`config.mk`:
```
export PLATFORM = sky130hd
export DESIGN_NAME = pong_draw_datapath
export DESIGN_NICKNAME = d
export VERILOG_FILES = /design/src/rtl/pong_pkg.sv /design/src/rtl/mod_counter.sv /design/src/rtl/pong_draw_datapath.sv
export SDC_FILE = /design/constraint.sdc
export NUM_CORES = 1
export LEC_CHECK = 0
export CAP_MARGIN = 10
export CELL_PAD_IN_SITES_DETAIL_PLACEMENT = 2
export CELL_PAD_IN_SITES_GLOBAL_PLACEMENT = 2
export CORE_UTILIZATION = 29
export CTS_BUF_LIST = sky130_fd_sc_hd__clkbuf_2
export CTS_CLUSTER_SIZE = 8
export DETAILED_ROUTE_END_ITERATION = 16
export GPL_TIMING_DRIVEN = 1
export MAX_ROUTING_LAYER = met4
export PLACE_DENSITY = 0.7
export SYNTH_ARGS = -nofsm -noshare
export SYNTH_HDL_FRONTEND = slang
export SYNTH_HIERARCHICAL = 1
export SYNTH_SLANG_ARGS = --single-unit
```
`constraint.sdc`:
```
create_clock -name clock -period 2.8 [get_ports clock]
set_clock_uncertainty 0.05 [all_clocks]
set_input_delay 0.56 -clock clock [delete_from_list [all_inputs] [get_ports clock]]
set_output_delay 0.56 -clock clock [all_outputs]
set_load 0.03 [all_outputs]
```
`src/rtl/pong_pkg.sv`:
```
// Shared constants for the pong drawing path: VGA adapter geometry, bus widths
// and the palette used by the sprite controllers and datapaths.
package pong_pkg;

   localparam int VGA_W = 160;
   localparam int VGA_H = 120;
   localparam int X_W   = 8;
   localparam int Y_W   = 7;

   localparam int DEFAULT_COLOUR_W = 3;

   localparam logic [DEFAULT_COLOUR_W-1:0] COL_BLACK = 3'b000;
   localparam logic [DEFAULT_COLOUR_W-1:0] COL_BLUE  = 3'b001;
   localparam logic [DEFAULT_COLOUR_W-1:0] COL_GREEN = 3'b010;
   localparam logic [DEFAULT_COLOUR_W-1:0] COL_RED   = 3'b100;
   localparam logic [DEFAULT_COLOUR_W-1:0] COL_WHITE = 3'b111;

   localparam logic [DEFAULT_COLOUR_W-1:0] DEFAULT_BG_COLOUR = COL_BLACK;

endpackage

```
`src/rtl/mod_counter.sv`:
```
// Modulo-N up counter that holds at zero while disabled; 'last' flags the
// final count of each lap so callers can branch on it in the same cycle.
module mod_counter #(
   parameter int MODULUS = 4,
   parameter int W       = (MODULUS > 1) ? $clog2(MODULUS) : 1
) (
   input  logic         clock,
   input  logic         resetn,
   input  logic         en,
   output logic [W-1:0] count,
   output logic         last
);

   localparam logic [W-1:0] LAST_COUNT = W'(MODULUS - 1);

   always_ff @(posedge clock) begin
      if (!resetn || !en)
         count <= '0;
      else if (count == LAST_COUNT)
         count <= '0;
      else
         count <= count + 1'b1;
   end

   assign last = en & (count == LAST_COUNT);

endmodule

```
`src/rtl/pong_draw_datapath.sv`:
```
// Sprite sweep and frame-wait datapath for one pong object: latches an origin,
// walks a SPRITE_W x SPRITE_H box into the VGA write port, and times the frame wait.
module pong_draw_datapath
   import pong_pkg::*;
#(
   parameter int                    SPRITE_W    = 4,
   parameter int                    SPRITE_H    = 4,
   parameter int                    WAIT_CYCLES = 833333,
   parameter int                    COLOUR_W    = DEFAULT_COLOUR_W,
   parameter logic [COLOUR_W-1:0]   BG_COLOUR   = COLOUR_W'(DEFAULT_BG_COLOUR)
) (
   input  logic                clock,
   input  logic                resetn,
   input  logic                ld_x_out,
   input  logic                ld_y_out,
   input  logic                enable_posCounter,
   input  logic                enable_waitCounter,
   input  logic                sel_col,
   input  logic                plot,
   input  logic [X_W-1:0]      x_in,
   input  logic [Y_W-1:0]      y_in,
   input  logic [COLOUR_W-1:0] colour_in,
   output logic                done,
   output logic                waited,
   output logic [X_W-1:0]      x_vga,
   output logic [Y_W-1:0]      y_vga,
   output logic [COLOUR_W-1:0] colour_vga,
   output logic                writeEn
);

   localparam int PIX_N  = SPRITE_W * SPRITE_H;
   localparam int PIX_W  = (PIX_N > 1) ? $clog2(PIX_N) : 1;
   localparam int WAIT_W = $clog2(WAIT_CYCLES);

   logic [X_W-1:0]      x_base;
   logic [Y_W-1:0]      y_base;
   logic [COLOUR_W-1:0] colour_reg;
   logic [PIX_W-1:0]    pix_idx;
   logic [PIX_W-1:0]    col;
   logic [PIX_W-1:0]    row;
   logic [WAIT_W-1:0]   wait_cnt;
   logic [X_W:0]        x_sum;
   logic [Y_W:0]        y_sum;
   logic                on_screen;

   // One flat pixel index; col/row fall out of it so both wrap together on the last pixel.
   mod_counter #(.MODULUS(PIX_N), .W(PIX_W)) u_pix_cnt (
      .clock  (clock),
      .resetn (resetn),
      .en     (enable_posCounter),
      .count  (pix_idx),
      .last   (done)
   );

   mod_counter #(.MODULUS(WAIT_CYCLES), .W(WAIT_W)) u_wait_cnt (
      .clock  (clock),
      .resetn (resetn),
      .en     (enable_waitCounter),
      .count  (wait_cnt),
      .last   (waited)
   );

   assign col = PIX_W'(int'(pix_idx) % SPRITE_W);
   assign row = PIX_W'(int'(pix_idx) / SPRITE_W);

   // Sums keep one carry bit so off-screen pixels are clipped rather than wrapped.
   assign x_sum     = {1'b0, x_base} + (X_W+1)'(col);
   assign y_sum     = {1'b0, y_base} + (Y_W+1)'(row);
   assign on_screen = (x_sum <= (X_W+1)'(VGA_W - 1)) && (y_sum <= (Y_W+1)'(VGA_H - 1));

   always_ff @(posedge clock) begin
      if (!resetn) begin
         x_base     <= '0;
         y_base     <= '0;
         colour_reg <= '0;
         x_vga      <= '0;
         y_vga      <= '0;
         colour_vga <= '0;
         writeEn    <= 1'b0;
      end else begin
         if (ld_x_out) begin
            x_base     <= x_in;
            colour_reg <= colour_in;
         end
         if (ld_y_out)
            y_base <= y_in;
         x_vga      <= x_sum[X_W-1:0];
         y_vga      <= y_sum[Y_W-1:0];
         colour_vga <= sel_col ? BG_COLOUR : colour_reg;
         writeEn    <= plot & enable_posCounter & on_screen;
      end
   end

   wait_cnt_in_range: assert property (@(posedge clock) disable iff (!resetn)
      wait_cnt <= WAIT_W'(WAIT_CYCLES - 1));

endmodule

```
Word level (Yosys, flattened, before mapping)
Cells that the tools add are included.

word-level totals
  output and inout bits = 21
  register bits = 61

operators by class
  bitwise operators = 5
  $lt $le $gt $ge = 2
  add/subtract/negate cells = 4
  equal/unequal tests = 2
  reductions and logical operators = 9

operators with widths
  kind                     count
  $add A20 B1 Y20 const B  1
  $eq A20 B20 Y1 const B   1
  $add A8 B2 Y9            1
  $le A9 B8 Y1 const B     1
  $add A7 B2 Y8            1
  $le A8 B7 Y1 const B     1
  $reduce_or A2 Y1         3
  $add A4 B1 Y4 const B    1
  $and A1 B1 Y1            4
  $eq A4 B4 Y1 const B     1
  $logic_not A1 Y1         3
  $logic_or A1 B1 Y1       2
  $logic_and A1 B1 Y1      1
  $not A1 Y1               1

Logic depth before layout (Yosys ltp)
  word-level depth = 4
  gate-level depth with buffers = 6
  mapped depth without buffers = 6

Hierarchy
Netlist, hierarchy kept.

modules (own cells, without submodules)
  module                     times used  area an instance (um2)  seq. area each (um2)  cells each
  pong_draw_datapath         1           1542.7                  740.7                 147
  mod_counter at u_wait_cnt  1           937.1                   400.4                 110
  mod_counter at u_pix_cnt   1           156.4                   80.1                  17

Least setup slack after synthesis
OpenSTA, ideal clock, no wires.

  path kind = reg2out
  from = register u_wait_cnt.count[11]
  to = output waited
  path buffers = 0
  stages on the path, launching flop included = 4
  data required time = 2190 ps
  setup slack = 127 ps
  arrival time = 2063 ps
  cell sequence = dfxtp_1 -> or4b_1 -> or4_4 -> nor3_1

between the ends
  cells in the longest elaborated chain, start to end = 2

ends and longest elaborated chain
  element                 line                      text
  from (decl)             mod_counter.sv:10         output logic [W-1:0] count,
  from (signal assigned)  mod_counter.sv:22         count <= count + 1'b1;
  $eq A20 B20 Y1          mod_counter.sv:25         assign last = en & (count == LAST_COUNT);
  $and A1 B1 Y1           mod_counter.sv:25
  to (decl)               pong_draw_datapath.sv:24  output logic waited,

Every way passes these cells.

Worst setup path in the final report
Ends and elaborated chain as after synthesis.

==> results.tsv <==
stage	metric	value	unit
outcome	status	finished, final reports clean	
clock_tree	clk_latency	0.47	ns
timing	slew_violations	0	
routing	drc	0	
routing	vias	2048	
clock_tree	cts_buffers	9	
yosys	synth_area_leaders	dfxtp_1 (46%), mux2i_1 (7.2%), xnor2_1 (7.0%)	
yosys	synth_edf_count	0	
worst_setup_path	crit_arrival	2.14	ns
routing	initialDrtViolationCount	47	
yosys	ys.flop_type	dfxtp_1	
pwr	switching_share	24.6	%
clock_tree	postCtsHoldBufs	0	
yosys	avgSynthCellArea	9.62	um2
yosys	synth.yosys.seq_area_share	46.3	%
worst_setup_path	slowest_delay	0.50	ns
timing	relSlewSlack	57.4	%
yosys	async_flop_share	0	%
worst_setup_path	cp_top_family	simple AND/OR/NAND/NOR gates	
worst_setup_path	crit_buf_inv	1	
worst_setup_path	critPathKind	reg -> out	
worst_setup_path	endpoint_kind	primary output	
grt	grt_max_degree	25	
routing	routed_wl	6.23	mm
yosys	synth_area	2640	um2
pwr	switchingPower	417	uW
min_path	min_path_type	reg -> reg	
placed_design	portBuffers	46	
cells_and_area	areaGrowthSynthToFinish	27.3	%
worst_setup_path	cpMaxStageDelayCell	or4b_1	
timing	hold_ws	0.436	ns
clock_tree	clock_path_buffers	2	
worst_setup_path	rrSetupSlack	0.57	ns
timing	worst-slew-pin-transition	0.637	ns
timing	period_minus_slack	2.75	ns
clock_tree	ctsHtreeMaxLevel	3	
routing	wl_per_cell	14.2	um
min_path	whs_endpoint	colour_vga[1]	
pwr	p_int	1280	uW
yosys	synth_cell_types	37	
placed_design	hpwlAfterDp	4.67	mm
yosys	ys_warn_count	6	
yosys	synth_top_cell_by_area	dfxtp_1	
die	fp-row-count	34	
die	boundaryPins	47	
die	die_x	97.3	um
yosys	synth_top_cell_area_share	46.3	%
pwr	p_clk_share	35.9	%
worst_setup_path	path_max_fanout	3	
timing	rsz0062_at_grt	yes	
cells_and_area	reg_top3	u_wait_cnt/count: 20 flops, x_base: 8 flops, x_vga: 8 flops	
cells_and_area	drive_above_1_share	8.18	%
routing	drtAntennaViolNets	0	
grt	grt.overflow.total	0	
cells_and_area	final_cell_mix	dfxtp_1 (60), clkdlybuf4s50_1 (44), nor2_1 (27), xnor2_1 (21)	
grt	track_usage	14.7	%
pwr	cellPowerDensity	504	nW/um2
timing	fmax	364	MHz
pwr	power_frac_seq	54.6	%
flow_run	maxCapViolCount	0	
worst_setup_path	reg2reg_depth	5	
yosys	ys_ff_latch	61	
die	chipHeight	97.3	um
timing	period_share	98.2	%
timing	fin_tns_setup	0	ns
clock_tree	clock-sinks	61	
grt	grt_pass1_vias	2189	
cells_and_area	fin_cells	438	
worst_setup_path	startpoint_type	flop	
die	die_area	9480	um2
placed_design	gp_congestion	0.738	
cells_and_area	nets	361	
pwr	vdd_drop_max	0.213	mV
clock_tree	clkSlewWorstSetupHoldPaths	0.17	ns
min_path	min_delay_path_depth	1	
timing	final-setup-viol-count	0	
clock_tree	cts_tree	yes	
grt	grt_pass1_wl	10.7	mm
routing	routed_via_density	4.68	
grt	grt_antenna_before_repair	0	
die	start_util	30.1	%
die	core_region_area	8760	um2
yosys	syn-instance-count	274	
pwr	leakage	0.00126	uW
worst_setup_path	r2r-end	u_wait_cnt/count[11]	
placed_design	dp.cells	422	
cells_and_area	largest_reg_flops	20	
worst_setup_path	crit_required	2.19	ns
pwr	pwr-share-comb	9.5	%
cells_and_area	insertedDiodeCount	0	
min_path	hp-start	colour_reg[1]	
yosys	synth.net_count	309	
worst_setup_path	r2r-start	u_wait_cnt/count[11]	
cells_and_area	regMostFlops	u_wait_cnt/count	
timing	hold_violations	0	
worst_setup_path	path_cells	or4b_1 > or4_4 > nor3_4 > buf_6	
routing	drt_first_pass_iters	3	
clock_tree	root_buffer	clkbuf_2	
cells_and_area	layout_commonest_cell	dfxtp_1	
-- Yosys cell counts, types with 4 or more instances --
| cell | number |
|---|---|
| and2_1 | 18 |
| mux2i_1 | 19 |
| ha_1 | 7 |
| nor4_1 | 5 |
| nor2b_1 | 19 |
| nand2_1 | 10 |
| dfxtp_1 | 61 |
| o21ai_0 | 5 |
| a21oi_1 | 4 |
| nand3_1 | 14 |
| xor2_1 | 6 |
| nor3_1 | 6 |
| nand4_1 | 9 |
| xnor2_1 | 21 |
| or3_1 | 5 |
| clkbuf_1 | 5 |
| inv_1 | 11 |
| nor2_1 | 27 |
-- power by group through the flow --
stage / registers [uW] / logic, uW / clock network [uW]
final: 925 / 161 / 607
after CTS: 926 / 166 / 645
after global placement: 943 / 159 / 0
after detailed placement: 945 / 164 / 0
after floorplan: 956 / 68.8 / 0
after global routing: 931 / 177 / 681
-- how the worst max path moves through the flow --
stage                          from     end  slack (ns)  cells after the start
2_1_floorplan  u_wait_cnt/count[11]  waited        0.13                      3
3_3_place_gp      enable_posCounter    done        0.31                      4
3_5_place_dp      enable_posCounter    done        0.27                      4
4_1_cts        u_wait_cnt/count[11]  waited       -0.02                      4
5_1_grt        u_wait_cnt/count[11]  waited       -0.06                      4
6_report       u_wait_cnt/count[11]  waited        0.05                      4
-- layout make-up --
cell class	instances	area [um2]
Fill cell	996	5410
Multi-Input combinational cell	194	1350
Clock buffer	10	50.0
Clock inverter	5	76.3
Tap cell	108	135
Timing Repair Buffer	49	487
Inverter	11	41.3
Sequential cell	61	1220
-- per-stage QoR --
step | power [uW] | util (%) | worst slack (ns) | area (um2)
final | 1690 | 38.3 | 0.0509 | 3360
after global routing | 1790 | 38.3 | -0.0642 | 3360
after CTS | 1740 | 38.3 | -0.0206 | 3350
after detailed placement | 1110 | 36.6 | 0.275 | 3200
after global placement | 1100 | 36.6 | 0.310 | 3200
after floorplan | 1020 | - | 0.127 | 2640
-- cell families (layout without fill, tap and decap cells) --
kind of cell    after synthesis  in the layout  share of synthesized area [%]
simple gates                124            124                           25.7
xor+xnor                     27             27                           8.97
fa+ha+maj                     9              9                           4.84
buf+inv                      19             75                           3.09
mux                          19             19                           7.21
compound gates               15             15                           3.84
flops                        61             61                           46.3
-- per-layer routing --
| metal | vias up | track usage, % | wire, um |
|---|---|---|---|
| met1 | 978 | 17.6 | 2910 |
| met4 | 0 | 5.09 | 96 |
| met3 | 9 | 3.24 | 157 |
| li1 | 1028 | - | - |
| met5 | - | - | 0 |
| met2 | 33 | 24.4 | 3060 |
-- timing repair --
| action | 4_1_cts | 5_1_grt |
|---|---|---|
| buffers inserted | 1 | 0 |
| pin swaps | 1 | 0 |
| resized for setup | 4 | 1 |
| cloned | 0 | 0 |
| endpoints found under the hold margin | 0 | 0 |
| endpoints found under the setup margin | 1 | 2 |
Power figures use the tool's default switching activity.
